--- src/rtl/kgp_run_pkg.sv ---
// Shared state encodings and parameter defaults for the KGPRISC run controller.
package kgp_run_pkg;

    localparam logic [2:0] ST_IDLE       = 3'd0;
    localparam logic [2:0] ST_RESET_HOLD = 3'd1;
    localparam logic [2:0] ST_RUN        = 3'd2;
    localparam logic [2:0] ST_HALTED     = 3'd3;
    localparam logic [2:0] ST_TIMEOUT    = 3'd4;

    localparam int unsigned DEF_DIV        = 4;
    localparam int unsigned DEF_RST_CYCLES = 8;
    localparam int unsigned DEF_MAX_CYCLES = 100000;
    localparam int unsigned DEF_CNT_W      = 32;

endpackage

--- src/rtl/kgp_ce_div.sv ---
// Clock-enable divider: one-cycle ce pulse every DIV enabled cycles, synchronous clear.
module kgp_ce_div #(
    parameter int unsigned DIV = kgp_run_pkg::DEF_DIV
) (
    input  logic clkf,
    input  logic rst,
    input  logic clr,
    input  logic en,
    output logic ce
);

    localparam int unsigned DIV_W = (DIV > 1) ? $clog2(DIV) : 1;

    logic [DIV_W-1:0] div_q;
    logic [DIV_W-1:0] div_d;
    logic             wrap_c;

    assign wrap_c = (div_q == DIV_W'(DIV - 1));
    assign ce     = en & wrap_c;

    always_comb begin
        div_d = div_q;
        if (clr) begin
            div_d = '0;
        end else if (en) begin
            div_d = wrap_c ? '0 : div_q + DIV_W'(1);
        end
    end

    always_ff @(posedge clkf or posedge rst) begin
        if (rst) begin
            div_q <= '0;
        end else begin
            div_q <= div_d;
        end
    end

endmodule

--- src/rtl/kgp_run_ctrl.sv ---
// Run controller for the KGPRISC CPU: timed reset release, clock enable,
// halt latching, executed-cycle counting and a watchdog timeout.
module kgp_run_ctrl
    import kgp_run_pkg::*;
#(
    parameter int unsigned DIV        = DEF_DIV,
    parameter int unsigned RST_CYCLES = DEF_RST_CYCLES,
    parameter int unsigned MAX_CYCLES = DEF_MAX_CYCLES,
    parameter int unsigned CNT_W      = DEF_CNT_W
) (
    input  logic             clkf,
    input  logic             rst,
    input  logic             start_req,
    input  logic             cpu_stop,
    output logic             cpu_start,
    output logic             cpu_ce,
    output logic             busy,
    output logic             done,
    output logic             timeout,
    output logic [CNT_W-1:0] cycle_count,
    output logic [2:0]       state
);

    localparam int unsigned HOLD_W = (RST_CYCLES > 1) ? $clog2(RST_CYCLES) : 1;

    logic [2:0]        state_q,     state_d;
    logic [HOLD_W-1:0] hold_q,      hold_d;
    logic [CNT_W-1:0]  cnt_q,       cnt_d;
    logic              done_q,      done_d;
    logic              timeout_q,   timeout_d;
    logic              start_prev_q;
    logic              cpu_start_q, cpu_start_d;
    logic              busy_q,      busy_d;

    logic              start_edge_c;
    logic              run_c;
    logic              run_ce_c;
    logic [CNT_W-1:0]  cnt_inc_c;

    assign start_edge_c = start_req & ~start_prev_q;
    assign run_c        = (state_q == ST_RUN);
    assign cnt_inc_c    = (cnt_q == '1) ? cnt_q : cnt_q + CNT_W'(1);

    // Divider is held cleared outside RUN so every RUN entry starts at phase 0.
    kgp_ce_div #(
        .DIV (DIV)
    ) u_ce_div (
        .clkf (clkf),
        .rst  (rst),
        .clr  (~run_c),
        .en   (run_c),
        .ce   (run_ce_c)
    );

    assign cpu_ce = (state_q == ST_RESET_HOLD) | run_ce_c;

    always_comb begin
        state_d   = state_q;
        hold_d    = hold_q;
        cnt_d     = cnt_q;
        done_d    = done_q;
        timeout_d = timeout_q;
        case (state_q)
            ST_IDLE, ST_HALTED, ST_TIMEOUT: begin
                if (start_edge_c) begin
                    state_d   = ST_RESET_HOLD;
                    hold_d    = HOLD_W'(RST_CYCLES - 1);
                    cnt_d     = '0;
                    done_d    = 1'b0;
                    timeout_d = 1'b0;
                end
            end
            ST_RESET_HOLD: begin
                if (hold_q == '0) begin
                    state_d = ST_RUN;
                end else begin
                    hold_d = hold_q - HOLD_W'(1);
                end
            end
            ST_RUN: begin
                if (run_ce_c) begin
                    cnt_d = cnt_inc_c;
                end
                // A halt on the same cycle as the watchdog limit counts as a normal halt.
                if (cpu_stop) begin
                    state_d = ST_HALTED;
                    done_d  = 1'b1;
                end else if (run_ce_c && (cnt_inc_c == CNT_W'(MAX_CYCLES))) begin
                    state_d   = ST_TIMEOUT;
                    timeout_d = 1'b1;
                end
            end
            default: begin
                state_d = ST_IDLE;
            end
        endcase

        cpu_start_d = (state_d == ST_RUN) || (state_d == ST_HALTED) || (state_d == ST_TIMEOUT);
        busy_d      = (state_d == ST_RESET_HOLD) || (state_d == ST_RUN);
    end

    always_ff @(posedge clkf or posedge rst) begin
        if (rst) begin
            state_q      <= ST_IDLE;
            hold_q       <= '0;
            cnt_q        <= '0;
            done_q       <= 1'b0;
            timeout_q    <= 1'b0;
            start_prev_q <= 1'b0;
            cpu_start_q  <= 1'b0;
            busy_q       <= 1'b0;
        end else begin
            state_q      <= state_d;
            hold_q       <= hold_d;
            cnt_q        <= cnt_d;
            done_q       <= done_d;
            timeout_q    <= timeout_d;
            start_prev_q <= start_req;
            cpu_start_q  <= cpu_start_d;
            busy_q       <= busy_d;
        end
    end

    assign cpu_start   = cpu_start_q;
    assign busy        = busy_q;
    assign done        = done_q;
    assign timeout     = timeout_q;
    assign cycle_count = cnt_q;
    assign state       = state_q;

endmodule

--- config.mk ---
export PLATFORM = sky130hd
export DESIGN_NAME = kgp_run_ctrl
export DESIGN_NICKNAME = d
export VERILOG_FILES = /design/src/rtl/kgp_run_pkg.sv /design/src/rtl/kgp_ce_div.sv /design/src/rtl/kgp_run_ctrl.sv
export SDC_FILE = /design/constraint.sdc
export NUM_CORES = 1
export LEC_CHECK = 0
export ABC_AREA = 1
export CORE_AREA = 5 5 79 81
export DETAILED_ROUTE_END_ITERATION = 10
export DIE_AREA = 0 0 84 86
export HOLD_SLACK_MARGIN = 0.15
export PLACE_DENSITY = 0.84
export SKIP_LAST_GASP = 1
export SLEW_MARGIN = 20
export SYNTH_ARGS = -nofsm -noshare
export SYNTH_HDL_FRONTEND = slang
export SYNTH_SLANG_ARGS = --single-unit
--- constraint.sdc ---
create_clock -name clkf -period 3 [get_ports clkf]
set_input_delay 0.9 -clock clkf [delete_from_list [all_inputs] [get_ports clkf]]
set_output_delay 0.9 -clock clkf [all_outputs]
set_load 0.05 [all_outputs]
==> out/metrics.cfg <==
[status]
outcome = finished clean

[power]
ir_drop_uv = 374.2
p_per_area_nw_per_um2 = 464.8
fin_total_pwr_mw = 1.762
leakage_nw = 1.693

[timing]
relSlewSlack_pct = 64.79
post-route-min-period_ps = 2642
hold_viol_final = 0
setup_tns_ps = 0
slew_violations = 0
fin_skew_ps = 6.352
whs_ps = 452.0
setup-violations-final = 0
fmax_mhz = 378.5
period_share_pct = 88.06
worst_pin_slew_ps = 527.4
grt_setup_unrepaired = false

[place]
dpl.hpwl_mm = 7.538
place_congestion = 0.9229
io_buffers = 43

[global_routing]
grt_max_degree = 33
grt_overflow_total = 0
grt_pass1_vias = 3210
grt_pass1_wl_mm = 16.27
grt_antenna_before_repair = 0
grt_usage_pct = 28.63

[clock_network]
clock-sinks = 45
htreeDepth = 2
cts_tree = yes
insertion_delay_ps = 310
clock_path_buffers = 2
hold_buffers = 0
cts_root_buf = clkbuf_8
numCtsBuffers = 5
clk_pin_slew_ps = 90
cts_setup_buffers = 0
cts_resized = 0

[die]
die_width_um = 84
placementRows = 27
num_io_pins = 44
die_y_um = 86
start_util_pct = 58.22
die_area_um2 = 7224
core_um2 = 5405

[critical_path]
crit-reg2reg-capture = busy$_DFF_PP0_
required_ps = 3210
critical_path.max_fanout = 25
crit_start = cycle_count[0]$_DFFE_PP0P_
cp-start-kind = flip-flop
r2r_start = cycle_count[0]$_DFFE_PP0P_
r2r_setup_slack_ps = 360
worst_setup_path_end_kind = flip-flop
worst-endpoint-arrival_ps = 2850
rr_worst_depth = 16
crit_type = reg -> reg

[logic_synthesis]
yosys_register_bits = 45
avgSynthCellArea_um2 = 6.542
yosysWarnings = 0
synth_nets = 489
synth_seq_area_share_pct = 35.79
synthCells = 481
netlist_area_um2 = 3147
yosysUniqueCellTypes = 29

[routing]
wl_mm = 9.934
drc = 0
vias_per_cell = 5.562
drt_pass1_iterations = 5
first_iter_violations = 320
num_vias = 3337
wire_per_inst_um = 16.56
ant_nets = 0

[final_layout]
drive_above_1_share_pct = 8.902
antennaDiodeCount = 0
syn_to_final_growth_pct = 20.48
fin_nets = 535

[min_path]
holdPathEnd = u_ce_div.div_q[0]$_DFF_PP0_
min_path_cells = 1
hp-class = reg -> reg
min-delay-start = u_ce_div.div_q[0]$_DFF_PP0_

[flow_run]
cap_violations = 0

==> worst max-delay path: stages (launching register included) <==
cell and delay (ps):
dfrtp_1 530, ha_1 360, nand3_4 150, clkinv_2 110
nand2_4 80, nor2_8 180, nand2_4 220, nand2_1 120
nand2_1 90, nor2_1 120, nand3_1 110, nor2_2 120
nand3_2 120, nand2_2 90, nand2_2 50, nand2_1 60
nand2_1 40
==> cells in the mapped netlist <==
master | n | share of area (%)
o21ai_0 | 36 | 5.7
nand4_1 | 7 | 1.4
nor2_4 | 5 | 1.8
a221oi_1 | 1 | 0.28
a21oi_1 | 5 | 0.80
nor2_8 | 2 | 1.3
nand3_2 | 1 | 0.32
buf_2 | 1 | 0.16
clkinv_2 | 1 | 0.16
inv_1 | 60 | 7.2
nand2_1 | 152 | 18
nand3_4 | 1 | 0.56
inv_2 | 5 | 0.60
clkbuf_1 | 5 | 0.60
nor3_1 | 2 | 0.32
xor2_1 | 6 | 1.7
or2_0 | 1 | 0.20
buf_6 | 2 | 0.72
o21a_1 | 1 | 0.24
o21ai_1 | 1 | 0.16
o21ai_2 | 1 | 0.28
nand2_2 | 6 | 1.2
o22ai_1 | 6 | 1.2
nand2_4 | 2 | 0.72
nand3_1 | 44 | 7.0
nor2_2 | 9 | 1.8
nor2_1 | 69 | 8.2
ha_1 | 4 | 1.6
dfrtp_1 | 45 | 36
==> sequential cells by signal, indices dropped and copies added (netlist names) <==
register,flops
cycle_count,32
hold_q,3
state,3
u_ce_div.div_q,2
busy,1
cpu_start,1
done,1
start_prev_q,1
timeout,1
==> report_power, final <==
part           switching (mW)  total (mW)  internal [mW]
clock network           0.228       0.478          0.250
logic                   0.417       0.594          0.177
registers              0.0329       0.690          0.657
==> cells in the final DEF, fill, tap and decap left out, drive strengths merged, types with 5 or more instances in the layout <==
cell type,count
clkbuf,6
inv,65
clkdlybuf4s50,42
nand2,160
dfrtp,45
xor2,6
buf,5
o22ai,6
nor2,85
o21ai,38
nand4,7
a21oi,5
nand3,46
==> layout make-up <==
class,instances,area (um^2)
multi-input cells,362,1732
fillers,502,1614
flip-flops and latches,45,1126
repair buffers,47,483.0
inverters,66,249.0
well taps,72,90.09
clock buffers,6,72.57
clock inverters,2,38.79
==> how the worst max path moves through the flow <==
stage | end | slack [ps] | cells after the start
6_report | busy$_DFF_PP0_ | 360 | 16
5_1_grt | busy$_DFF_PP0_ | 160 | 16
4_1_cts | cycle_count[2] | 380 | 1
3_5_place_dp | busy$_DFF_PP0_ | 390 | 16
3_3_place_gp | busy$_DFF_PP0_ | 440 | 16
2_1_floorplan | cpu_ce | 470 | 8
==> kinds of logic after synthesis <==
kind of cell | count (synthesis) | share of synthesized area, %
and+or+nand+nor | 301 | 42.90
DFF | 45 | 35.79
buffers and inverters | 74 | 9.384
adders and majority gates | 4 | 1.591
AOI/OAI and AO/OA | 51 | 8.668
xor gates and xnor gates | 6 | 1.670
==> metrics by stage <==
stage	utilization [%]	area, um^2	setup WS, ps	std cells
4_1_cts	70.14	3791	384.2	600
3_5_place_dp	68.08	3680	392.3	592
6_report	70.14	3791	358.2	600
2_1_floorplan	-	3147	473.1	481
3_3_place_gp	68.08	3680	442.3	592
5_1_grt	70.14	3791	162.4	600
==> per-layer routing <==
metal	part of all wire [%]	global-route usage (%)
met5	0	0
met4	2.1	7.018
met3	8.5	5.860
met2	47	46.13
met1	43	39.61
No activity file was read; power rests on OpenSTA's default activity.
